`config.mk`:
```
export PLATFORM = sky130hd
export DESIGN_NAME = branch_resolve_unit
export DESIGN_NICKNAME = d
export VERILOG_FILES = /design/src/rtl/rv32_pkg.sv /design/src/rtl/branch_cond.sv /design/src/rtl/branch_resolve_unit.sv
export SDC_FILE = /design/constraint.sdc
export NUM_CORES = 1
export LEC_CHECK = 0
export ABC_CLOCK_PERIOD_IN_PS = 3200
export BUFFER_PORTS_ARGS = -buffer_cell sky130_fd_sc_hd__buf_2
export CAP_MARGIN = 20
export CORE_AREA = 2 2 141 143
export CTS_BUF_LIST = sky130_fd_sc_hd__clkbuf_4 sky130_fd_sc_hd__clkbuf_8
export CTS_CLUSTER_DIAMETER = 120
export CTS_CLUSTER_SIZE = 8
export DETAILED_ROUTE_END_ITERATION = 6
export DIE_AREA = 0 0 143 145
export PLACE_DENSITY = 0.82
export SLEW_MARGIN = 20
export SYNTH_ARGS = -nofsm -noshare
export SYNTH_HDL_FRONTEND = slang
export SYNTH_SLANG_ARGS = --single-unit
```
`constraint.sdc`:
```
create_clock -name clk -period 3.2 [get_ports clk]
set_clock_uncertainty 0.2 [all_clocks]
set_input_delay 0.64 -clock clk [delete_from_list [all_inputs] [get_ports clk]]
set_output_delay 0.64 -clock clk [all_outputs]
set_load 0.01 [all_outputs]
```
`src/rtl/rv32_pkg.sv`:
```
// Shared RV32I constants: branch funct3 encodings and the default datapath width.
package rv32_pkg;

    localparam int unsigned XLEN_DEFAULT = 32;

    localparam logic [2:0] F3_BEQ  = 3'b000;
    localparam logic [2:0] F3_BNE  = 3'b001;
    localparam logic [2:0] F3_BLT  = 3'b100;
    localparam logic [2:0] F3_BGE  = 3'b101;
    localparam logic [2:0] F3_BLTU = 3'b110;
    localparam logic [2:0] F3_BGEU = 3'b111;

endpackage

```
`src/rtl/branch_cond.sv`:
```
// Combinational branch condition decoder: funct3 plus ALU flags from rs1 - rs2.
// Carry is NOT borrow, so cf=1 means rs1 >= rs2 unsigned.
module branch_cond
    import rv32_pkg::*;
(
    input  logic [2:0] funct3_i,
    input  logic       cf_i,
    input  logic       zf_i,
    input  logic       sf_i,
    input  logic       vf_i,
    output logic       taken_o,
    output logic       illegal_o
);

    // Decode the condition; the two unused encodings flag illegal and never take.
    always_comb begin
        taken_o   = 1'b0;
        illegal_o = 1'b0;
        case (funct3_i)
            F3_BEQ:  taken_o = zf_i;
            F3_BNE:  taken_o = !zf_i;
            F3_BLT:  taken_o = (sf_i != vf_i);
            F3_BGE:  taken_o = (sf_i == vf_i);
            F3_BLTU: taken_o = !cf_i;
            F3_BGEU: taken_o = cf_i;
            default: illegal_o = 1'b1;
        endcase
    end

endmodule

```
`src/rtl/branch_resolve_unit.sv`:
```
// Branch/jump resolution stage between EX and PC-select. One-cycle registered
// result with an output register backed by a one-entry skid buffer.
module branch_resolve_unit
    import rv32_pkg::*;
#(
    parameter int unsigned     XLEN     = XLEN_DEFAULT,
    parameter logic [XLEN-1:0] RESET_PC = '0
) (
    input  logic            clk,
    input  logic            rst,
    input  logic            in_valid,
    output logic            in_ready,
    input  logic            is_branch,
    input  logic            is_jal,
    input  logic            is_jalr,
    input  logic [2:0]      funct3,
    input  logic [XLEN-1:0] pc,
    input  logic [XLEN-1:0] imm,
    input  logic [XLEN-1:0] rs1,
    input  logic            cf,
    input  logic            zf,
    input  logic            sf,
    input  logic            vf,
    input  logic            flush,
    output logic            out_valid,
    input  logic            out_ready,
    output logic            taken,
    output logic [XLEN-1:0] target,
    output logic [XLEN-1:0] link,
    output logic            misaligned,
    output logic            illegal
);

    typedef struct packed {
        logic            taken;
        logic            misaligned;
        logic            illegal;
        logic [XLEN-1:0] target;
        logic [XLEN-1:0] link;
    } result_t;

    localparam result_t RESET_RES = '{
        taken:      1'b0,
        misaligned: 1'b0,
        illegal:    1'b0,
        target:     RESET_PC,
        link:       RESET_PC
    };

    logic            cond_taken;
    logic            cond_illegal;
    logic [XLEN-1:0] pc_plus_imm;
    logic [XLEN-1:0] pc_plus_4;
    logic [XLEN-1:0] jalr_sum;
    result_t         res_new;

    result_t out_q, out_d;
    result_t skid_q, skid_d;
    logic    out_valid_q, out_valid_d;
    logic    skid_valid_q, skid_valid_d;
    logic    accept;
    logic    out_free;

    branch_cond u_branch_cond (
        .funct3_i  (funct3),
        .cf_i      (cf),
        .zf_i      (zf),
        .sf_i      (sf),
        .vf_i      (vf),
        .taken_o   (cond_taken),
        .illegal_o (cond_illegal)
    );

    // Resolve the incoming request; priority is JALR, then JAL, then branch.
    always_comb begin
        pc_plus_imm = pc + imm;
        pc_plus_4   = pc + XLEN'(4);
        jalr_sum    = rs1 + imm;

        res_new.taken   = 1'b0;
        res_new.illegal = 1'b0;
        res_new.target  = pc_plus_4;
        res_new.link    = pc_plus_4;
        if (is_jalr) begin
            res_new.taken  = 1'b1;
            res_new.target = jalr_sum & ~XLEN'(1);
        end else if (is_jal) begin
            res_new.taken  = 1'b1;
            res_new.target = pc_plus_imm;
        end else if (is_branch) begin
            res_new.taken   = cond_taken;
            res_new.illegal = cond_illegal;
            res_new.target  = pc_plus_imm;
        end
        // No C extension, so any taken target off a 4-byte boundary faults.
        res_new.misaligned = res_new.taken & res_new.target[1];
    end

    // in_ready depends only on skid occupancy, keeping out_ready off the input path.
    assign in_ready = !skid_valid_q;
    assign accept   = in_valid && in_ready && !flush;
    assign out_free = !out_valid_q || out_ready;

    // Next state of the output and skid registers.
    always_comb begin
        out_valid_d  = out_valid_q;
        out_d        = out_q;
        skid_valid_d = skid_valid_q;
        skid_d       = skid_q;
        if (flush) begin
            out_valid_d  = 1'b0;
            skid_valid_d = 1'b0;
        end else if (out_free) begin
            if (skid_valid_q) begin
                // Skid holds the older entry; in_ready was low so no accept here.
                out_valid_d  = 1'b1;
                out_d        = skid_q;
                skid_valid_d = 1'b0;
            end else if (accept) begin
                out_valid_d = 1'b1;
                out_d       = res_new;
            end else begin
                out_valid_d = 1'b0;
            end
        end else if (accept) begin
            skid_valid_d = 1'b1;
            skid_d       = res_new;
        end
    end

    // State registers with synchronous reset.
    always_ff @(posedge clk) begin
        if (rst) begin
            out_valid_q  <= 1'b0;
            skid_valid_q <= 1'b0;
            out_q        <= RESET_RES;
            skid_q       <= RESET_RES;
        end else begin
            out_valid_q  <= out_valid_d;
            skid_valid_q <= skid_valid_d;
            out_q        <= out_d;
            skid_q       <= skid_d;
        end
    end

    assign out_valid  = out_valid_q;
    assign taken      = out_q.taken;
    assign target     = out_q.target;
    assign link       = out_q.link;
    assign misaligned = out_q.misaligned;
    assign illegal    = out_q.illegal;

endmodule

```
# After elaboration in Yosys (flattened, before gate mapping)
# Cells that the tools add are included.
[op_classes]
reduce_logical = 15
magnitude_cmp = 0
shifts = 0
mux = 14
n_bitwise = 3
eq_ne = 7
n_mul = 0
n_div = 0
add_sub_neg = 3
[ops]
columns = ["operator", "n"]
rows = [
  ["$mux W67", 2],
  ["$add A32 B32 Y32", 2],
  ["$mux W32", 2],
  ["$mux W33", 1],
  ["$add A32 B3 Y32 const B", 1],
  ["$eq A3 B3 Y1 const B", 4],
  ["$mux W1", 8],
  ["$pmux W1 S6", 1],
  ["$reduce_and A3 Y1", 2],
  ["$reduce_or A6 Y1", 1],
  ["$logic_not A1 Y1", 5],
  ["$eq A3 B1 Y1 const B", 1],
  ["$logic_not A3 Y1", 1],
  ["$reduce_or A3 Y1", 1],
  ["$logic_and A1 B1 Y1", 2],
  ["$not A1 Y1", 2],
  ["$reduce_bool A2 Y1", 1],
  ["$reduce_or A2 Y1", 1],
  ["$and A1 B1 Y1", 1],
  ["$eq A1 B1 Y1", 1],
  ["$logic_or A1 B1 Y1", 1],
  ["$ne A1 B1 Y1", 1],
]
[word_totals]
romBits = 0
input_bits = 111
memories = 0
word_cells = 54
ff_bits = 136
output_inout_bits = 69
latchBits = 0
ram_bits = 0

# Longest topological paths before layout
[depth]
word_depth = 9
depth_mapped = 11
mapped_depth_nobuf = 11

# Modules after synthesis
# From an unflattened synthesis, not the netlist that was laid out.
[hier_totals]
hier_cells = 1346
area_unflattened_um2 = 9978.3
[modules_own_cells]
columns = ["module", "area_per_inst_um2", "instances", "cells_per_inst", "seq_area_each_um2"]
rows = [
  ["branch_resolve_unit", 9904.5, 1, 1335, 2722.6],
  ["branch_cond", 73.8, 1, 11, 0.0],
]

# Worst setup path after synthesis
# Ideal clock, no wire load.
[synth_path]
kind = "input to register"
start = "in imm[5]"
end = "reg out_q (netlist bit target[15])"
required_time_ns = 2.940
t_arrival_ns = 2.930
setup_time_ns = 0.060
path_buffers = 0
cell_stages = 10
slack_ns = 0.011
path_cell_list = "ha_1 a21o_1 o21a_1 nor4_4 o21ai_0 a21oi_1 xor2_1 a21o_1 a2111oi_0 a31o_1"
[synth_between]
elab_chain_cells = 6
word_cells_on_any_way = 7
classes_between = "2 x add/sub; 5 x mux"
[synth_rtl]
columns = ["element", "line_no", "rtl"]
rows = [
  ["start: declaration", "branch_resolve_unit.sv:18", "input logic [XLEN-1:0] imm,"],
  ["$add A32 B32 Y32", "branch_resolve_unit.sv:76", "pc_plus_imm = pc + imm;"],
  ["$mux W33", "branch_resolve_unit.sv:90", "end else if (is_branch) begin"],
  ["$mux W32", "branch_resolve_unit.sv:87", "end else if (is_jal) begin"],
  ["$mux W32 *", "branch_resolve_unit.sv:84", "if (is_jalr) begin"],
  ["$mux W67 *", "branch_resolve_unit.sv:119", "end else if (accept) begin"],
  ["$mux W67 *", "branch_resolve_unit.sv:114", "if (skid_valid_q) begin"],
  ["end signal: assignment", "branch_resolve_unit.sv:141", "out_q <= out_d;"],
  ["end: declaration", "branch_resolve_unit.sv:57", "result_t out_q, out_d;"],
]
# Every way passes the cells marked *; elsewhere a longest branch is shown, timed or not. The select of a mux whose other input is x is not followed.
# A chain may end at the register's enable or synchronous reset.

# Worst setup path after layout
[layout_path]
start = "in pc[0]"
end = "reg out_q (netlist bit target[22])"
[layout_between]
elab_chain_cells = 6
word_cells_on_any_way = 7
classes_between = "2 x add/sub; 5 x mux"
[layout_rtl]
columns = ["element", "line_no", "rtl"]
rows = [
  ["start: declaration", "branch_resolve_unit.sv:17", "input logic [XLEN-1:0] pc,"],
  ["$add A32 B3 Y32 / $add A32 B32 Y32 (equally long branches)", "branch_resolve_unit.sv:77, branch_resolve_unit.sv:76", ""],
  ["$mux W33", "branch_resolve_unit.sv:90", ""],
  ["$mux W32 *", "branch_resolve_unit.sv:87", ""],
  ["$mux W32 *", "branch_resolve_unit.sv:84", ""],
  ["$mux W67 *", "branch_resolve_unit.sv:119", ""],
  ["$mux W67 *", "branch_resolve_unit.sv:114", ""],
]
# Marks and branches as above.

==> results.cfg <==
[layout]
final_util_pct = 68.8
fillCellCount = 1619
diodes = 0
syn_to_final_growth_pct = 32.0
drive_gt1_share_pct = 27.9
nets = 1880

[drt]
via_per_inst = 5.91
ant_nets = 0
drt-met1-wl_um = 15600
routed_wl_um = 35400
top_layer = met4
vias = 11700
wl_met2_um = 16100
firstDrtPassIters = 7
detail_route.iter0.violations = 963
wl_met3_um = 2320
drc_errors = 0
post_drt_wl_per_cell_um = 17.9

[worst_setup_path]
critical_path_class = primary input to flop
startpoint_type = primary input
crit_required_ns = 3.37
arrival_ns = 3.33
crit_fanout = 3
end_kind = flop

[logic_synthesis]
syn_inst = 1361
syn_area_um2 = 10000
synth-seq-cells = 136
synth_most_common_cell = nand2_1
synth_flop_cell = dfxtp_1
ys_top_cells_by_area = dfxtp_1 27%, a21oi_1 7.9%, ha_1 7.8%
yosys.area.top_type = dfxtp_1
ys_types = 70
yosys_warnings = 0
ys_seq_area_share_pct = 27.2
synth_top_cell_area_share_pct = 27.2
synth_common_cells = 195 x nand2_1, 157 x a21oi_1, 136 x dfxtp_1, 127 x nor2_1, 89 x o21ai_0
synth_edf_count = 0
avgSynthCellArea_um2 = 7.35
synth_nets = 1536
async_flop_share_pct = 0

[clocking]
clkSinkCount = 136
cts_buffer_depth = 2
htreeDepth = 4
clk_pin_slew_ns = 0.08
cts_hold_buf = 0
tritoncts = done
cts_root_buffer = clkbuf_8
numCtsBuffers = 17
insertion_delay_ns = 0.46

[sta]
max_freq_ghz = 0.317
period_needed_ns = 3.16
finalSetupTns_ns = 0
post-route-period-util_pct = 98.6
tightestPinTransition_ns = 0.668
drv_slew = 0
setup_viol = 0
rsz0062_at_grt = yes
slew_headroom_pct = 55.5
hold_violations = 0

[power]
p_leak_nw = 5.84
ir_drop_uv = 231
pwr_density_cell_nw_per_um2 = 388
total_power_w = 0.00513

[die]
io-pin-count = 180
die_h_um = 145
core_area_um2 = 19200
initial_core_util_pct = 52.1
die_w_um = 143
die-area_um2 = 20700
num_rows = 51

[global_routing]
first_global_vias = 10900
grt_pass1_wl_um = 56200
grt_max_degree = 80
antenna_found_initial = 0
grt_usage_pct = 33.7
grt_overflow = 0

[hold_path]
worstHoldPathType = primary input to flop

[place]
place_hpwl_um = 27600
port_buffers = 179
gp_congestion = 1.07

[job]
cap_violations = 0

[status]
status = completed
## metal layers
| layer | global-route usage [%] | vias up |
|---|---|---|
| met5 | 0 | - |
| met4 | 12.4 | 0 |
| met3 | 3.76 | 85 |
| met2 | 53.8 | 547 |
| met1 | 46.6 | 5441 |
| li1 | - | 5642 |
## cell usage in the layout, fill, tap and decap left out, drive strengths merged, types with 31 or more instances in the layout
master  instances
nand2         196
xor2           41
dfxtp         136
buf           415
nor2          127
o21ai          93
nand3          33
ha             62
nor3           34
a211oi         53
a21oi         158
xnor2          35
o211ai         31
## area by class of cell
type                            count  area, um2  area share, %
Multi-Input combinational cell   1112       6940           52.5
Sequential cell                   136       2720           20.6
Timing Repair Buffer              415       2710           20.5
Tap cell                          265        332           2.51
Clock buffer                       18        248           1.88
Clock inverter                     13        169           1.28
Inverter                           23       86.3          0.654
## report_power, final
group,switching (W),internal (W)
clock network,0.000708,0.000793
logic,0.00102,0.000816
registers,0.0000369,0.00176
total,0.00176,0.00337
## path summary, 6_finish.rpt
path	from	end	slack, ns	cells past startpoint
setup / recovery	pc[0]	target[22]	0.04	14
hold / removal	flush	skid_valid_q	0.22	2
hold reg to reg	link[14]	link[14]	0.25	2
setup reg to reg	out_valid	target[22]	0.96	6
## registers in the layout, summed over array words and instances, names as in the netlist
name and count:
link 32, skid_q 67, skid_valid_q 1, misaligned 1
out_valid 1, taken 1, target 32, illegal 1
## worst max-delay path, cell delays in order
cell	delay [ns]
buf_2	0.12
ha_1	0.23
fa_1	0.40
a21o_1	0.22
a22oi_1	0.26
a21oi_1	0.16
buf_4	0.17
o211ai_1	0.17
nand2_1	0.13
buf_4	0.15
xnor2_1	0.12
nand2_1	0.07
a22o_1	0.29
o21ai_0	0.20
## stage by stage
| step | worst slack (ns) | area (um2) | cells | hold slack [ns] |
|---|---|---|---|---|
| 3_5_place_dp | -0.568 | 12700 | 1948 | 0.243 |
| 2_1_floorplan | 0.0106 | 10000 | 1361 | 0.232 |
| 5_1_grt | -0.0574 | 13200 | 1982 | 0.218 |
| 4_1_cts | 0.0316 | 13100 | 1979 | 0.199 |
| 3_3_place_gp | -0.481 | 12700 | 1948 | 0.236 |
| 6_report | 0.0439 | 13200 | 1982 | 0.217 |
## cells by family (layout without fill, tap and decap cells)
kind of cell / count (synthesis) / in the layout / synth area share [%]
AO/OA/AOI/OAI: 465 / 465 / 29.5
XOR/XNOR: 76 / 76 / 6.65
multiplexers: 18 / 18 / 1.80
flip-flops: 136 / 136 / 27.2
buffers and inverters: 113 / 469 / 4.40
AND/OR/NAND/NOR: 489 / 489 / 22.3
adder cells (fa/ha/maj): 64 / 64 / 8.15
## repair_timing
item / in CTS / in global routing
endpoints found under the setup margin: 6 / 17
resized for setup: 5 / 13
pin swaps: 0 / 11
buffers inserted: 0 / 4
gates cloned: 0 / 0
(Power assumes the default switching activity.)
